--- src/rtl/tone_seq_pkg.sv ---
// Shared types, default sizing and mixing helpers for the tone sequencer.
package tone_seq_pkg;

  typedef enum logic [2:0] {
    S_IDLE,
    S_FETCH,
    S_LOAD,
    S_PLAY,
    S_DONE
  } state_t;

  localparam int DEF_VOICES     = 2;
  localparam int DEF_ADDR_W     = 10;
  localparam int DEF_HALF_W     = 19;
  localparam int DEF_LAST_ADDR  = 140;
  localparam int DEF_BEAT_TICKS = 9500000;
  localparam int DEF_AMP        = 10000000;
  localparam int DEF_SAMPLE_W   = 32;

  // Headroom so the voice sum cannot wrap before saturation.
  function automatic int mix_w(input int sample_w, input int voices);
    return sample_w + $clog2(voices);
  endfunction

  // Clamp x to the signed range of a w-bit sample (w <= 63).
  function automatic logic signed [63:0] saturate(input logic signed [63:0] x, input int w);
    logic signed [63:0] hi;
    logic signed [63:0] lo;
    hi = (64'sd1 <<< (w - 1)) - 64'sd1;
    lo = -hi - 64'sd1;
    if (x > hi)      return hi;
    else if (x < lo) return lo;
    else             return x;
  endfunction

endpackage

--- src/rtl/tone_sequencer_voice.sv ---
// One square-wave voice: each level lasts half+1 run cycles; half==0 is a rest.
module square_voice
  import tone_seq_pkg::*;
#(
  parameter int HALF_W = DEF_HALF_W,
  parameter int MIX_W  = DEF_SAMPLE_W + 1,
  parameter int AMP    = DEF_AMP
) (
  input  logic                    i_clk,
  input  logic                    i_rst_n,
  input  logic [HALF_W-1:0]       i_half,
  input  logic                    i_load,
  input  logic                    i_run,
  input  logic                    i_en,
  output logic signed [MIX_W-1:0] o_contrib
);

  localparam logic signed [MIX_W-1:0] P_AMP = MIX_W'(AMP);

  logic [HALF_W-1:0] r_half;
  logic [HALF_W-1:0] r_cnt;
  logic              r_level;
  logic              w_rest;

  assign w_rest = (r_half == '0);

  always_ff @(posedge i_clk or negedge i_rst_n) begin
    if (!i_rst_n) begin
      r_half  <= '0;
      r_cnt   <= '0;
      r_level <= 1'b0;
    end else if (i_load) begin
      r_half  <= i_half;
      r_cnt   <= '0;
      r_level <= 1'b1;
    end else if (i_run && !w_rest) begin
      if (r_cnt == r_half) begin
        r_cnt   <= '0;
        r_level <= ~r_level;
      end else begin
        r_cnt <= r_cnt + 1'b1;
      end
    end
  end

  // The counter keeps running while muted so re-enabling stays in phase.
  assign o_contrib = (i_run && i_en && !w_rest) ? (r_level ? P_AMP : -P_AMP) : '0;

endmodule

--- src/rtl/tone_sequencer.sv ---
// Multi-voice note sequencer: walks the note ROM one entry per beat and mixes square voices.
module tone_sequencer
  import tone_seq_pkg::*;
#(
  parameter int VOICES     = DEF_VOICES,
  parameter int ADDR_W     = DEF_ADDR_W,
  parameter int HALF_W     = DEF_HALF_W,
  parameter int LAST_ADDR  = DEF_LAST_ADDR,
  parameter int BEAT_TICKS = DEF_BEAT_TICKS,
  parameter int AMP        = DEF_AMP,
  parameter int SAMPLE_W   = DEF_SAMPLE_W
) (
  input  logic                     CLOCK_50,
  input  logic                     resetn,
  input  logic                     start,
  input  logic                     stop,
  input  logic                     loop_en,
  input  logic [VOICES-1:0]        voice_en,
  output logic [ADDR_W-1:0]        rom_addr,
  input  logic [VOICES*HALF_W-1:0] rom_q,
  input  logic                     sample_req,
  output logic [SAMPLE_W-1:0]      sample_out,
  output logic                     sample_valid,
  output logic                     playing,
  output logic                     done
);

  localparam int MIX_W = mix_w(SAMPLE_W, VOICES);
  localparam int BT_W  = $clog2(BEAT_TICKS + 1);

  state_t                         r_state, w_state_nx;
  logic [ADDR_W-1:0]              r_addr, w_addr_nx;
  logic [BT_W-1:0]                r_beat;
  logic                           w_beat_end;
  logic [VOICES-1:0][MIX_W-1:0]   w_contrib;
  logic signed [MIX_W-1:0]        w_sum;
  logic signed [63:0]             w_sat;
  logic [SAMPLE_W-1:0]            r_sample;
  logic                           r_valid;

  assign w_beat_end = (r_beat == BT_W'(BEAT_TICKS - 1));

  always_ff @(posedge CLOCK_50 or negedge resetn) begin
    if (!resetn) begin
      r_state <= S_IDLE;
      r_addr  <= '0;
    end else begin
      r_state <= w_state_nx;
      r_addr  <= w_addr_nx;
    end
  end

  always_comb begin
    w_state_nx = r_state;
    w_addr_nx  = r_addr;
    if (stop) begin
      w_state_nx = S_IDLE;
      w_addr_nx  = '0;
    end else begin
      case (r_state)
        S_IDLE, S_DONE: if (start) begin
          w_state_nx = S_FETCH;
          w_addr_nx  = '0;
        end
        S_FETCH: w_state_nx = S_LOAD;
        S_LOAD:  w_state_nx = S_PLAY;
        S_PLAY: if (w_beat_end) begin
          if (r_addr < ADDR_W'(LAST_ADDR)) begin
            w_addr_nx  = r_addr + 1'b1;
            w_state_nx = S_FETCH;
          end else if (loop_en) begin
            w_addr_nx  = '0;
            w_state_nx = S_FETCH;
          end else begin
            w_state_nx = S_DONE;
          end
        end
        default: w_state_nx = S_IDLE;
      endcase
    end
  end

  always_ff @(posedge CLOCK_50 or negedge resetn) begin
    if (!resetn)                r_beat <= '0;
    else if (r_state == S_LOAD) r_beat <= '0;
    else if (r_state == S_PLAY) r_beat <= r_beat + 1'b1;
  end

  for (genvar v = 0; v < VOICES; v++) begin : g_voice
    square_voice #(
      .HALF_W (HALF_W),
      .MIX_W  (MIX_W),
      .AMP    (AMP)
    ) u_voice (
      .i_clk     (CLOCK_50),
      .i_rst_n   (resetn),
      .i_half    (rom_q[v*HALF_W +: HALF_W]),
      .i_load    (r_state == S_LOAD),
      .i_run     (r_state == S_PLAY),
      .i_en      (voice_en[v]),
      .o_contrib (w_contrib[v])
    );
  end

  always_comb begin
    w_sum = '0;
    for (int v = 0; v < VOICES; v++) w_sum = w_sum + $signed(w_contrib[v]);
  end

  assign w_sat = saturate(64'(w_sum), SAMPLE_W);

  always_ff @(posedge CLOCK_50 or negedge resetn) begin
    if (!resetn) begin
      r_sample <= '0;
      r_valid  <= 1'b0;
    end else begin
      if (sample_req) r_sample <= w_sat[SAMPLE_W-1:0];
      r_valid <= sample_req;
    end
  end

  assign rom_addr     = r_addr;
  assign sample_out   = r_sample;
  assign sample_valid = r_valid;
  assign playing      = (r_state == S_FETCH) || (r_state == S_LOAD) || (r_state == S_PLAY);
  assign done         = (r_state == S_DONE);

endmodule

--- config.mk ---
export PLATFORM = sky130hd
export DESIGN_NAME = tone_sequencer
export DESIGN_NICKNAME = d
export VERILOG_FILES = /design/src/rtl/tone_seq_pkg.sv /design/src/rtl/tone_sequencer_voice.sv /design/src/rtl/tone_sequencer.sv
export SDC_FILE = /design/constraint.sdc
export NUM_CORES = 1
export LEC_CHECK = 0
export ABC_AREA = 1
export CORE_AREA = 2 2 150 108
export DETAILED_ROUTE_END_ITERATION = 8
export DIE_AREA = 0 0 152 110
export DONT_BUFFER_PORTS = 1
export PLACE_DENSITY = 0.76
export SLEW_MARGIN = 20
export SYNTH_ARGS = -nofsm -noshare
export SYNTH_HDL_FRONTEND = slang
export SYNTH_SLANG_ARGS = --single-unit
--- constraint.sdc ---
create_clock -name CLOCK_50 -period 2.9 [get_ports CLOCK_50]
set_input_delay 0.145 -clock CLOCK_50 [delete_from_list [all_inputs] [get_ports CLOCK_50]]
set_output_delay 0.145 -clock CLOCK_50 [all_outputs]
set_load 0.005 [all_outputs]
[Yosys cells after proc, flatten, opt, wreduce, memory -nomap -nowiden]
Cells that the tools add are included.
Word-level totals
  register bits: 148
  word-level logic and storage cells: 87
Operators by class
  add/sub/neg operators: 5
  order comparisons: 3
  equality and inequality tests: 10
  multiplexer cells: 32
  bitwise operators: 2
  reduce and logical (&&, ||, !) cells: 24
Operator list (number)
  $mux W33: 4
  $mux W19: 6
  $mux W32: 2
  $mux W10: 5
  $mux W24: 2
  $add A19 B1 Y19 const B: 2
  $eq A19 B19 Y1: 2
  $logic_not A19 Y1: 2
  $add A33 B33 Y33: 1
  $gt A33 B32 Y1 const B: 1
  $lt A33 B32 Y1 const B: 1
  $add A24 B1 Y24 const B: 1
  $eq A24 B24 Y1 const B: 1
  $pmux W10 S2: 1
  $mux W3: 5
  $pmux W3 S4: 1
  $add A10 B1 Y10 const B: 1
  $lt A10 B8 Y1 const B: 1
  $reduce_bool A2 Y1: 5
  $eq A3 B2 Y1 const B: 2
  $logic_and A1 B1 Y1: 6
  $mux W1: 6
  $ne A3 B3 Y1 const B: 2
  $reduce_and A2 Y1: 3
  10 further kinds: 13

[Longest topological paths before layout]
  depth after elaboration: 8
  depth in mapped cells: 20
  gate-level depth less buffers: 18

[Hierarchy]
A second synthesis with hierarchy kept.
Second synthesis, totals
  cell total of the unflattened synthesis: 1708
  area total of the unflattened synthesis: 11146.9 sq um
By module, submodules not included
  tone_sequencer: times used 1, cells each 921, area an instance 5771.8 sq um, seq. area each 1751.7 sq um
  square_voice at g_voice[1].u_voice: times used 1, cells each 398, area an instance 2745.1 sq um, seq. area each 975.9 sq um
  square_voice at g_voice[0].u_voice: times used 1, cells each 389, area an instance 2630.0 sq um, seq. area each 975.9 sq um

[Least setup slack after synthesis]
No wires, ideal clock.
  kind: flip-flop to flip-flop
  start point: register g_voice[0].u_voice.r_half[15]
  end point: register r_sample[10], in the netlist sample_out[10]
  library setup time: 65 ps
  arrival: 2868 ps
  setup slack: -33 ps
  stages on the path, launching flop included: 19
  path buffers: 0
  cell sequence: dfrtp_1 nor2_1 nand2_1 nor2_1 nand3_1 nand2_1 clkinv_1 nand2_1 inv_1 ha_1 fa_1 fa_1 nand2_1 nand4_1 nand2_1 nand3_2 nand2_1 o21ai_0 nand2_1
Between the ends
  longest elaborated chain between the ends: 8
Ends and longest elaborated chain
  from (decl): RTL line tone_sequencer_voice.sv:20  | logic [HALF_W-1:0] r_half;
  from (signal assigned): RTL line tone_sequencer_voice.sv:33  | r_half <= i_half;
  $logic_not A19 Y1 (*): RTL line tone_sequencer_voice.sv:25  | assign w_rest = (r_half == '0);
  $logic_not A1 Y1 (*): RTL line tone_sequencer_voice.sv:47  | assign o_contrib = (i_run && i_en && !w_rest) ? (r_level ? P_AMP : -P_AMP) : '0;
  $logic_and A1 B1 Y1 (*): RTL line tone_sequencer_voice.sv:47
  $mux W33 (*): RTL line tone_sequencer_voice.sv:47
  $add A33 B33 Y33 (*): RTL line tone_sequencer.sv:107  | for (int v = 0; v < VOICES; v++) w_sum = w_sum + $signed(w_contrib[v]);
  $lt A33 B32 Y1: RTL line tone_seq_pkg.sv:32  | else if (x < lo) return lo;
  $mux W32: RTL line tone_seq_pkg.sv:32
  $mux W32 (*): RTL line tone_seq_pkg.sv:31  | if (x > hi) return hi;
  to (signal assigned): RTL line tone_sequencer.sv:117  | if (sample_req) r_sample <= w_sat[SAMPLE_W-1:0];
  to (decl): RTL line tone_sequencer.sv:38  | logic [SAMPLE_W-1:0] r_sample;
Every way passes the cells marked *; elsewhere a longest branch is shown, timed or not.
A chain may end at the register's enable or synchronous reset.

[Worst setup path after layout]
  start point: register g_voice[1].u_voice.r_half[12]
  end point: register r_sample[21], in the netlist sample_out[21]
Between the ends
  longest elaborated chain between the ends: 8
Ends and longest elaborated chain (RTL line)
  from (decl): tone_sequencer_voice.sv:20
  from (signal assigned): tone_sequencer_voice.sv:33
  $logic_not A19 Y1 (*): tone_sequencer_voice.sv:25
  $logic_not A1 Y1 (*): tone_sequencer_voice.sv:47
  $logic_and A1 B1 Y1 (*): tone_sequencer_voice.sv:47
  $mux W33 (*): tone_sequencer_voice.sv:47
  $add A33 B33 Y33 (*): tone_sequencer.sv:107
  $lt A33 B32 Y1: tone_seq_pkg.sv:32
  $mux W32: tone_seq_pkg.sv:32
  $mux W32 (*): tone_seq_pkg.sv:31
Marked as above.

==> impl_metrics.sql <==
INSERT INTO impl_metrics (metric_group, metric, value, unit) VALUES
('status', 'run_status', 'finished, violations left', ''),
('status', 'failing_checks', 'hold timing', ''),
('layout', 'synthToLayoutAreaGrowth', '18.4', '%'),
('global_route', 'antenna_found_initial', '0', ''),
('power_and_ir_drop', 'power.leakage', '5.30', 'nW'),
('layout', 'final_common_cell', 'sky130_fd_sc_hd__nand2_1', ''),
('clocking', 'cts_tree', 'done', ''),
('critical_path', 'worstReg2RegStart', 'g_voice[1].u_voice.r_half[12]$_DFFE_PN0N_', ''),
('job', 'drv.max_cap_violation_count', '0', ''),
('power_and_ir_drop', 'ir_drop', '0.000391', 'V'),
('route', 'vias', '8293', ''),
('power_and_ir_drop', 'cell_internal_power', '4.80', 'mW'),
('global_route', 'first_global_vias', '8020', ''),
('timing', 'grt_setup_unrepaired', 'true', ''),
('placement', 'gp_congestion', '0.948', ''),
('synth', 'yosys_most_used_dff', 'sky130_fd_sc_hd__dfrtp_1', ''),
('die', 'ios', '91', ''),
('route', 'routed_via_density', '5.30', ''),
('timing', 'final.setup_skew', '0.0100', 'ns'),
('clocking', 'cts_buffer_depth', '2', ''),
('die', 'die_width', '152', 'um'),
('layout', 'antenna_diode_count', '0', ''),
('die', 'die_height', '110', 'um'),
('timing', 'setup_total_negative_slack', '0', 'ns'),
('route', 'wire_length_per_cell_after_detailed_routing', '14.5', 'um'),
('placement', 'portBuffers', '0', ''),
('critical_path', 'path_class', 'flop to flop', ''),
('hold_path', 'worst_hold_path_type', 'input pin to asynchronous set/reset pin', ''),
('critical_path', 'path_buf_inv', '2', ''),
('critical_path', 'arrival', '3.22', 'ns'),
('synth', 'postSynthAreaPerCell', '6.85', 'um^2'),
('power_and_ir_drop', 'combinational_power_share', '32.1', '%'),
('route', 'antenna_violating_nets_remaining', '0', ''),
('timing', 'finalSetupViolations', '0', ''),
('placement', 'preCtsSetupSlack', '-0.216', 'ns'),
('route', 'post_route_drc_violation_count', '0', ''),
('critical_path', 'endpoint_of_the_worst_slack_reg_to_reg_timing_path', 'sample_out[21]$_DFFE_PN0P_', ''),
('timing', 'max_slew.worst_pin.slew', '0.716', 'ns'),
('critical_path', 'crit_family', 'simple AND/OR/NAND/NOR gates', ''),
('critical_path', 'rrSetupSlack', '0.04', 'ns'),
('die', 'core', '15300', 'um^2'),
('timing', 'holdWs', '-0.593', 'ns'),
('timing', 'fmaxAchievable', '0.349', 'GHz'),
('synth', 'post_synth_num_cell_types', '44', ''),
('synth', 'synth_edf_count', '0', ''),
('layout', 'most-common-layout-cells', 'sky130_fd_sc_hd__nand2_1 (472), sky130_fd_sc_hd__inv_1 (149), sky130_fd_sc_hd__dfrtp_1 (142), sky130_fd_sc_hd__nor2_1 (121), sky130_fd_sc_hd__nand3_1 (78)', ''),
('clocking', 'worst_skew_pair.late_latency', '0.43', 'ns'),
('clocking', 'cts_inserted_buffers', '17', ''),
('placement', 'dpl.hpwl', '15.4', 'mm'),
('power_and_ir_drop', 'cellPowerDensity', '716', 'nW/um^2'),
('critical_path', 'crit_slowest_cell', 'sky130_fd_sc_hd__fa_2', ''),
('synth', 'post_synth_inst_count', '1277', ''),
('timing', 'timing.final.ws_setup', '0.0366', 'ns'),
('clocking', 'clock_tree.root_cell', 'sky130_fd_sc_hd__clkbuf_16', ''),
('timing', 'final.min_clock_period', '2.86', 'ns'),
('route', 'pre_repair_dr_iteration_count', '7', ''),
('power_and_ir_drop', 'clkPwrFrac', '31.9', '%'),
('synth', 'synthesis.area', '8740', 'um^2'),
('timing', 'final_hold_viol_count', '160', ''),
('power_and_ir_drop', 'switchingPower', '2.62', 'mW'),
('timing', 'report.final.slew_viol_count', '0', ''),
('layout', 'fraction_of_final_layout_cells_sized_beyond_drive_strength_1', '11.8', '%'),
('timing', 'finalCritPeriodShare', '98.7', '%'),
('critical_path', 'worstPathRequired', '3.26', 'ns'),
('global_route', 'maximum_number_of_pins_on_one_net_before_global_route_repair', '143', ''),
('route', 'initial_detailed_routing_violation_count', '688', ''),
('synth', 'synthesis.yosys.warnings', '0', ''),
('layout', 'filler_cell_count', '1248', ''),
('layout', 'finalNetCount', '1409', ''),
('power_and_ir_drop', 'power.share.switching', '35.3', '%'),
('power_and_ir_drop', 'seq_power_share', '36.0', '%');
## final cells by class
| type | instances | area share (%) |
|---|---|---|
| inverter | 161 | 5.89 |
| sequential | 142 | 34.3 |
| timing repair inverter | 1 | 0.0725 |
| clock inverter | 12 | 1.78 |
| timing repair buffer | 96 | 7.97 |
| clock buffer | 19 | 4.28 |
| multi-input combinational | 934 | 43.3 |
| tap | 200 | 2.42 |
## logic make-up (layout without fill, tap and decap cells)
kind of cell    after synthesis  after routing  share of synthesized area [%]
buf+inv                     201            289                           9.49
xor+xnor                     37             37                           3.71
fa+ha+maj                    10             10                           1.60
compound gates               91             91                           5.70
simple gates                796            796                           38.9
flops                       142            142                           40.6
## power groups by stage
stage | clock (mW) | sequential, mW | combinational [mW]
global placement | 0 | 2.68 | 2.19
detailed placement | 0 | 2.69 | 2.24
CTS | 2.37 | 2.66 | 2.32
finish | 2.36 | 2.67 | 2.38
global route | 2.47 | 2.72 | 2.68
floorplan | 0 | 2.67 | 1.46
## per-layer routing
layer  wire, um  vias to the layer above  global-route usage [%]
li1           -                     4158                       -
met1      10700                     3838                    38.8
met2      10100                      260                    45.0
met3       1460                       37                    6.33
met4        429                        0                    8.48
met5          0                        -                       0
## worst max-delay path by stage
stage / startpoint / cells after the start / slack [ns] / to
2_1_floorplan: g_voice[1].u_voice.r_half[2]$_DFFE_PN0N_ / 19 / 0.04 / sample_out[10]$_DFFE_PN0P_
3_3_place_gp: g_voice[0].u_voice.r_half[6]$_DFFE_PN0N_ / 18 / -0.15 / sample_out[10]$_DFFE_PN0P_
3_5_place_dp: g_voice[0].u_voice.r_half[14]$_DFFE_PN0N_ / 18 / -0.22 / sample_out[10]$_DFFE_PN0P_
4_1_cts: g_voice[0].u_voice.r_half[14]$_DFFE_PN0N_ / 18 / 0.009 / sample_out[21]$_DFFE_PN0P_
5_1_grt: g_voice[1].u_voice.r_half[15]$_DFFE_PN0N_ / 18 / -0.11 / sample_out[21]$_DFFE_PN0P_
6_report: g_voice[1].u_voice.r_half[12]$_DFFE_PN0N_ / 18 / 0.04 / sample_out[21]$_DFFE_PN0P_
## flip-flops by register name, indices dropped and copies added, names as in the netlist
register and count:
sample_out 26, g_voice.u_voice.r_level 2, r_beat 24, g_voice.u_voice.r_half 38, rom_addr 10, g_voice.u_voice.r_cnt 38
r_state 3, sample_valid 1
## cell usage after synthesis, types with 2 or more instances
master,instances,area [um^2]
sky130_fd_sc_hd__nand2_2,10,62.6
sky130_fd_sc_hd__nand3_1,81,405
sky130_fd_sc_hd__or2_2,4,25.0
sky130_fd_sc_hd__o21ai_0,66,330
sky130_fd_sc_hd__o21ai_1,3,15.0
sky130_fd_sc_hd__buf_6,3,33.8
sky130_fd_sc_hd__nor2_2,2,12.5
sky130_fd_sc_hd__xor2_1,25,219
sky130_fd_sc_hd__ha_1,8,100
sky130_fd_sc_hd__inv_1,152,571
sky130_fd_sc_hd__nor2_4,5,56.3
sky130_fd_sc_hd__nand4_1,46,288
sky130_fd_sc_hd__a21oi_1,10,50.1
sky130_fd_sc_hd__nand4_2,2,25.0
sky130_fd_sc_hd__inv_2,8,30.0
sky130_fd_sc_hd__nor4_1,3,18.8
sky130_fd_sc_hd__buf_4,8,60.1
sky130_fd_sc_hd__clkbuf_1,10,37.5
sky130_fd_sc_hd__buf_2,16,80.1
sky130_fd_sc_hd__nand3_2,5,50.1
sky130_fd_sc_hd__fa_1,2,40.0
sky130_fd_sc_hd__dfrtp_1,142,3550
sky130_fd_sc_hd__nor2_1,128,480
sky130_fd_sc_hd__clkbuf_2,2,10.0
sky130_fd_sc_hd__nand2_1,486,1820
sky130_fd_sc_hd__a31oi_1,2,12.5
sky130_fd_sc_hd__xnor2_1,12,105
sky130_fd_sc_hd__nor3_1,20,100
## worst reg2reg max path: stages, from the launching register on
cell                      delay (ns)
sky130_fd_sc_hd__dfrtp_1        0.38
sky130_fd_sc_hd__nor2_1         0.13
sky130_fd_sc_hd__nand2_1        0.08
sky130_fd_sc_hd__nor2_2         0.13
sky130_fd_sc_hd__nand3_2        0.09
sky130_fd_sc_hd__nand2_1        0.10
sky130_fd_sc_hd__inv_2          0.05
sky130_fd_sc_hd__nand2_2        0.07
sky130_fd_sc_hd__inv_1          0.07
sky130_fd_sc_hd__ha_4           0.17
sky130_fd_sc_hd__fa_2           0.37
sky130_fd_sc_hd__fa_2           0.39
sky130_fd_sc_hd__nand2_2        0.08
sky130_fd_sc_hd__nand4_1        0.11
sky130_fd_sc_hd__nand2_2        0.17
sky130_fd_sc_hd__nand3_4        0.16
sky130_fd_sc_hd__nand2_4        0.12
sky130_fd_sc_hd__nand2_1        0.05
sky130_fd_sc_hd__o21ai_1        0.07
## what timing repair did
| item | CTS | global route |
|---|---|---|
| hold endpoints to repair | 203 | 159 |
| buffers inserted | 0 | 1 |
| pin swaps | 0 | 18 |
| cloned | 0 | 1 |
| setup endpoints to repair | 22 | 23 |
| gates resized for setup | 9 | 34 |
## stage by stage
| step | power [mW] | util [%] | hold slack [ns] | instance area [um^2] |
|---|---|---|---|---|
| 3_3_place_gp | 4.87 | 60.2 | -0.145 | 9180 |
| 5_1_grt | 7.88 | 67.8 | -0.605 | 10400 |
| 4_1_cts | 7.35 | 67.1 | -0.599 | 10200 |
| 2_1_floorplan | 4.13 | - | -0.151 | 8740 |
| 3_5_place_dp | 4.94 | 60.2 | -0.145 | 9180 |
| 6_report | 7.41 | 67.8 | -0.593 | 10400 |
(Power assumes the default switching activity.)
